<file path="src/rtl/ula_bus_pkg.sv">
// ula_bus_pkg: shared T-state, cycle-type and strobe encodings for the ULA bus initiator
package ula_bus_pkg;
  typedef enum logic [3:0] {IDLE, T1H, T1L, T2H, T2L, TWH, TWL, T3H, T3L} state_t;
  typedef enum logic [1:0] {MEM_RD = 2'b00, MEM_WR = 2'b01, IO_RD = 2'b10, IO_WR = 2'b11} cyc_t;
  typedef struct packed {
    logic n_mreq;
    logic n_iorq;
    logic n_rd;
    logic n_wr;
    logic d_oe;
  } strobe_t;
  localparam strobe_t STB_IDLE = 5'b11110;
endpackage

</file>
<file path="src/rtl/ula_bus_strobe_dec.sv">
// ula_bus_strobe_dec: maps (state, type) to {n_mreq, n_iorq, n_rd, n_wr, d_oe}; ports: state, typ in, stb out
module ula_bus_strobe_dec
  import ula_bus_pkg::*;
(
  input  state_t  state,
  input  cyc_t    typ,
  output strobe_t stb
);
  logic io, wr, win_mem, win_io, win_wr;
  assign io      = typ[1];
  assign wr      = typ[0];
  assign win_mem = state inside {T1L, T2H, T2L, TWH, TWL, T3H};
  assign win_io  = state inside {T2H, T2L, TWH, TWL, T3H};
  assign win_wr  = state inside {T2L, TWH, TWL, T3H};
  always_comb begin
    stb        = STB_IDLE;
    stb.n_mreq = ~(~io & win_mem);
    stb.n_iorq = ~(io & win_io);
    stb.n_rd   = ~(~wr & (io ? win_io : win_mem));
    stb.n_wr   = ~(wr & (io ? win_io : win_wr));
    stb.d_oe   = wr & (win_mem | state == T3L);
  end
endmodule

</file>
<file path="src/rtl/ula_bus_initiator.sv">
// ula_bus_initiator: Z80-style bus master turning valid/ready requests into T-state bus cycles; ports: req/rsp handshake, a/d buses, strobes, n_wait, phi_en, busy
module ula_bus_initiator
  import ula_bus_pkg::*;
#(
  parameter int AW = 16,
  parameter int DW = 8,
  parameter int IO_AUTO_WAIT = 1
) (
  input  logic          clk,
  input  logic          rst,
  input  logic          phi_en,
  input  logic          req_valid,
  output logic          req_ready,
  input  logic          req_write,
  input  logic          req_io,
  input  logic [AW-1:0] req_addr,
  input  logic [DW-1:0] req_wdata,
  output logic          rsp_valid,
  output logic [DW-1:0] rsp_rdata,
  output logic [AW-1:0] a,
  output logic          a_oe,
  output logic [DW-1:0] d_out,
  output logic          d_oe,
  input  logic [DW-1:0] d_in,
  output logic          n_mreq,
  output logic          n_iorq,
  output logic          n_rd,
  output logic          n_wr,
  input  logic          n_wait,
  output logic          busy
);
  state_t state_q, state_d;
  cyc_t typ_q, typ_d;
  strobe_t stb_q, stb_d;
  logic [AW-1:0] a_q, a_d;
  logic [DW-1:0] wdata_q, wdata_d, d_out_q, d_out_d, rdata_q, rdata_d;
  logic a_oe_q, a_oe_d, rsp_q, rsp_d, acc;
  assign req_ready = phi_en & ~rst & (state_q == IDLE | state_q == T3L);
  assign acc       = req_valid & req_ready;
  always_comb begin
    state_d = state_q;
    if (phi_en) begin
      unique case (state_q)
        IDLE:    state_d = acc ? T1H : IDLE;
        T1H:     state_d = T1L;
        T1L:     state_d = T2H;
        T2L:     state_d = ((typ_q[1] && IO_AUTO_WAIT != 0) || !n_wait) ? TWH : T3H;
        T2H:     state_d = T2L;
        TWH:     state_d = TWL;
        TWL:     state_d = !n_wait ? TWH : T3H;
        T3H:     state_d = T3L;
        T3L:     state_d = acc ? T1H : IDLE;
        default: state_d = IDLE;
      endcase
    end
    typ_d   = acc ? cyc_t'({req_io, req_write}) : typ_q;
    wdata_d = acc ? req_wdata : wdata_q;
    a_d     = acc ? req_addr : a_q;
    a_oe_d  = state_d != IDLE;
    d_out_d = (phi_en && state_d == T1L) ? (typ_d[0] ? wdata_d : '0) : d_out_q;
    rsp_d   = phi_en && state_q == T3H;
    rdata_d = rsp_d ? (typ_q[0] ? '0 : d_in) : rdata_q;
  end
  // Strobes are decoded from the next state so the registered outputs track the current state.
  ula_bus_strobe_dec u_dec (.state(state_d), .typ(typ_d), .stb(stb_d));
  always_ff @(posedge clk) begin
    if (rst) begin
      state_q <= IDLE;
      typ_q   <= MEM_RD;
      stb_q   <= STB_IDLE;
      a_q     <= '0;
      a_oe_q  <= 1'b0;
      wdata_q <= '0;
      d_out_q <= '0;
      rdata_q <= '0;
      rsp_q   <= 1'b0;
    end else begin
      state_q <= state_d;
      typ_q   <= typ_d;
      stb_q   <= stb_d;
      a_q     <= a_d;
      a_oe_q  <= a_oe_d;
      wdata_q <= wdata_d;
      d_out_q <= d_out_d;
      rdata_q <= rdata_d;
      rsp_q   <= rsp_d;
    end
  end
  assign a         = a_q;
  assign a_oe      = a_oe_q;
  assign d_out     = d_out_q;
  assign d_oe      = stb_q.d_oe;
  assign n_mreq    = stb_q.n_mreq;
  assign n_iorq    = stb_q.n_iorq;
  assign n_rd      = stb_q.n_rd;
  assign n_wr      = stb_q.n_wr;
  assign rsp_valid = rsp_q;
  assign rsp_rdata = rdata_q;
  assign busy      = state_q != IDLE;
endmodule

</file>
<file path="config.mk">
export PLATFORM = sky130hd
export DESIGN_NAME = ula_bus_initiator
export DESIGN_NICKNAME = d
export VERILOG_FILES = /design/src/rtl/ula_bus_pkg.sv /design/src/rtl/ula_bus_strobe_dec.sv /design/src/rtl/ula_bus_initiator.sv
export SDC_FILE = /design/constraint.sdc
export NUM_CORES = 1
export LEC_CHECK = 0
export ABC_CLOCK_PERIOD_IN_PS = 2400
export CAP_MARGIN = 30
export CELL_PAD_IN_SITES_DETAIL_PLACEMENT = 1
export CELL_PAD_IN_SITES_GLOBAL_PLACEMENT = 2
export CORE_MARGIN = 5
export CORE_UTILIZATION = 24
export CTS_BUF_LIST = sky130_fd_sc_hd__clkbuf_4 sky130_fd_sc_hd__clkbuf_8 sky130_fd_sc_hd__clkbuf_16
export DETAILED_ROUTE_END_ITERATION = 7
export GPL_TIMING_DRIVEN = 0
export PLACE_DENSITY = 0.78
export SLEW_MARGIN = 20
export SYNTH_ARGS = -nofsm -noshare
export SYNTH_HDL_FRONTEND = slang
export SYNTH_HIERARCHICAL = 1
export SYNTH_SLANG_ARGS = --single-unit
</file>
<file path="constraint.sdc">
create_clock -name clk -period 2.4 [get_ports clk]
set_input_delay 0.24 -clock clk [delete_from_list [all_inputs] [get_ports clk]]
set_output_delay 0.24 -clock clk [all_outputs]
set_load 0.02 [all_outputs]
</file>
==> impl_metrics.ini <==
[outcome]
outcome = finished clean

[layout]
final_core_utilization_pct = 36.4
fin_nets = 375
fraction_of_final_layout_cells_sized_beyond_drive_strength_1_pct = 10.1
syn2layout_area_growth_pct = 48.0
fillerInstances = 1032
most_common_library_cell_in_the_layout_ignoring_fill_and_taps = sky130_fd_sc_hd__clkdlybuf4s50_1
antenna-diode-count = 0
layout_common_cells = sky130_fd_sc_hd__clkdlybuf4s50_1 (77), sky130_fd_sc_hd__nand2_1 (58), sky130_fd_sc_hd__dfxtp_1 (53), sky130_fd_sc_hd__a21oi_1 (37), sky130_fd_sc_hd__nor2_1 (15)
final_area_mm2 = 0.00316

[die]
placement_rows = 34
chipHeight_um = 104
initial_core_util_pct = 24.6
core_region_mm2 = 0.00868
chipWidth_um = 104
fp.dieArea_mm2 = 0.0109
pin_count = 80

[sta]
period_needed_ns = 2.21
tightestPinTransition_ns = 0.699
slew_viol_final = 0
setup-violations-final = 0
holdWs_ns = 0.241
clock_skew_ns = 0.00395
rsz0062_at_grt = no
fmaxAchievable_mhz = 453
hold_violations = 0
timing.max_slew.rel_slack_pct = 53.4
timing.final.crit_share_pct = 92.0

[detailed_routing]
drt.antenna.violating_nets = 0
met3_routed_wl_um = 324
vias_per_cell = 4.48
drc = 0
met2_wirelength_um = 3030
vias = 1992
drt_first_iter_violations = 61
drt_pass_1_iters = 4
routedWlPerCell_um = 13.9
route.top_layer_used = met4
detail_route.wirelength.met1_um = 2760
postRouteWirelength_um = 6200

[power]
seq_power_share_pct = 53.5
ir_drop_v = 0.000221
power_per_cell_area_mw_per_mm2 = 545
p_sw_share_pct = 25.8
pwr-share-clk_pct = 30.6
power.share.combinational_pct = 15.9
p_int_mw = 1.28
netSwitchingPower_mw = 0.444
power.leakage_nw = 1.09

[clock_network]
cts_buffers = 5
clock_sink_count = 53
path_clk_slew_ns = 0.10
post-cts-setup-buffers = 0
h-tree-depth = 2
cts_max_path_bufs = 2
cts_tree = yes
post_cts_hold_buffer_count = 0
clockRootBuffer = sky130_fd_sc_hd__clkbuf_8
clock_latency_ns = 0.31

[setup_path]
path_common_cell = sky130_fd_sc_hd__nand2b_1
setup.reg_to_reg.worst_slack_ns = 0.19
worstReg2RegEnd = n_rd
worstPathMaxFanout = 10
path_cells = nand2b_1 > buf_1 > o311ai_4 > nand2b_1 > a21oi_1 > or3_1 > or2_2
worst_case_reg_to_reg_path_depth = 7
arrival_ns = 2.41
crit_path_max_incr_delay_ns = 0.39
timing.critical_path.required_ns = 2.60
r2r-start = state_q[3]
capturing_element_type_of_the_critical_path = flip-flop
setup.worst_path.start_class = flip-flop
critPathSlowestCell = sky130_fd_sc_hd__o311ai_4
critical_path_class = flip-flop to flip-flop

[placement]
placement.io_buffers = 77
gp_routability_congestion = 0.772
dpl_cell_area_mm2 = 0.00304
dp_hpwl_um = 4770

[grt]
grt.overflow.total = 0
grt_antenna_before_repair = 0
maximum_number_of_pins_on_one_net_before_global_route_repair = 16
track_usage_pct = 11.4
grt_first_pass_wirelength_um = 10200
first_global_vias = 2053

[flow_run]
max-cap-violations = 0

[logic_synthesis]
postSynthNetCount = 291
async_set_or_reset_flop_fraction_in_the_synthesized_netlist_pct = 0
synth.ff_latch_count = 53
seq_area_frac_synth_pct = 49.7
synth_cells = 252
synthesis.area_per_instance_um2 = 8.47
yosysUniqueCellTypes = 38
yosys_warnings = 6
synth_enable_flop_cells = 0
synth.cell_area_mm2 = 0.00213
synth_flop_cell = sky130_fd_sc_hd__dfxtp_1

[min_path]
timing.hold.worst_path_depth = 2
min-delay-start = rst
min-delay-path-class = input pin to flip-flop
hold-path-endpoint = typ_q[1]
Yosys cell counts (2+ instances only):
| library cell | count | area (µm²) |
|---|---|---|
| sky130_fd_sc_hd__a211oi_1 | 8 | 60.1 |
| sky130_fd_sc_hd__a21oi_1 | 37 | 185 |
| sky130_fd_sc_hd__a31oi_1 | 2 | 12.5 |
| sky130_fd_sc_hd__buf_2 | 5 | 25.0 |
| sky130_fd_sc_hd__buf_4 | 4 | 30.0 |
| sky130_fd_sc_hd__buf_6 | 2 | 22.5 |
| sky130_fd_sc_hd__clkbuf_1 | 6 | 22.5 |
| sky130_fd_sc_hd__dfxtp_1 | 53 | 1060 |
| sky130_fd_sc_hd__inv_1 | 4 | 15.0 |
| sky130_fd_sc_hd__mux2_4 | 2 | 30.0 |
| sky130_fd_sc_hd__nand2_1 | 58 | 218 |
| sky130_fd_sc_hd__nand2b_1 | 2 | 12.5 |
| sky130_fd_sc_hd__nand3b_1 | 8 | 60.1 |
| sky130_fd_sc_hd__nor2_1 | 15 | 56.3 |
| sky130_fd_sc_hd__nor2b_1 | 5 | 31.3 |
| sky130_fd_sc_hd__nor3_1 | 9 | 45.0 |
| sky130_fd_sc_hd__nor3b_1 | 2 | 15.0 |
| sky130_fd_sc_hd__o22ai_1 | 2 | 12.5 |
| sky130_fd_sc_hd__or2_2 | 4 | 25.0 |
| sky130_fd_sc_hd__or3_1 | 4 | 25.0 |
| sky130_fd_sc_hd__or3b_1 | 3 | 26.3 |
metal layers:
layer | track usage (%) | up-vias
met1 | 13.8 | 926
met3 | 3.54 | 5
li1 | - | 1012
met4 | 4.16 | 0
met5 | 0 | -
met2 | 19.0 | 49
final cells by class:
cell class | count | area (µm²) | share of cell area, %
plain buffers | 18 | 104 | 3.29
clock buffers | 7 | 83.8 | 2.65
clock inverters | 1 | 7.51 | 0.238
inverters | 5 | 18.8 | 0.594
multi-input cells | 176 | 977 | 30.9
flip-flops and latches | 53 | 1060 | 33.6
well taps | 108 | 135 | 4.28
repair buffers | 77 | 771 | 24.4
stage by stage:
step | setup TNS (ns) | power (mW) | worst slack [ns] | cells
finish | 0 | 1.72 | 0.191 | 445
detailed placement | -0.735 | 1.21 | -0.276 | 437
global route | 0 | 1.82 | 0.0589 | 445
global placement | -0.503 | 1.21 | -0.194 | 437
floorplan | 0 | 1.07 | 0.224 | 252
CTS | 0 | 1.75 | 0.0235 | 445
logic make-up (layout without fill, tap and decap cells):
kind of cell | Yosys count | in the layout | synth area share, %
simple gates | 120 | 120 | 28.4
compound gates | 53 | 53 | 14.3
flops | 53 | 53 | 49.7
buf+inv | 23 | 108 | 5.75
mux | 3 | 3 | 1.88
worst max-delay path by stage:
stage               start  endpoint  slack [ns]  cells after the start
2_1_floorplan  state_q[3]      n_rd        0.22                      7
3_3_place_gp   state_q[3]      n_rd       -0.19                      7
3_5_place_dp   state_q[3]      n_rd       -0.28                      7
4_1_cts        state_q[2]      n_rd        0.02                      8
5_1_grt        state_q[3]      n_rd        0.06                      7
6_report       state_q[3]      n_rd        0.19                      7
power groups by stage:
stage,clock (mW),combinational [mW],sequential (mW)
3_5_place_dp,0,0.271,0.942
6_report,0.527,0.273,0.921
5_1_grt,0.598,0.297,0.925
3_3_place_gp,0,0.270,0.941
2_1_floorplan,0,0.110,0.963
4_1_cts,0.555,0.274,0.922
worst max-delay path, delay by kind of cell (launching register included):
family                 cells  cell delay (ns)
flip-flops                 1             0.36
buffers and inverters      1             0.33
AND/OR/NAND/NOR            4             0.95
AO/OA/AOI/OAI              2             0.45
flip-flops by register name, summed over array words and instances, names as in the netlist, 2 cells and up:
signal,count
a,16
wdata_q,8
state_q,4
rsp_rdata,8
typ_q,2
d_out,8
repair_timing:
item	CTS	global route
endpoints found under the hold margin	0	0
setup endpoints to repair	3	3
pin swaps	0	0
resized for setup	2	3
(Power assumes the default switching activity.)
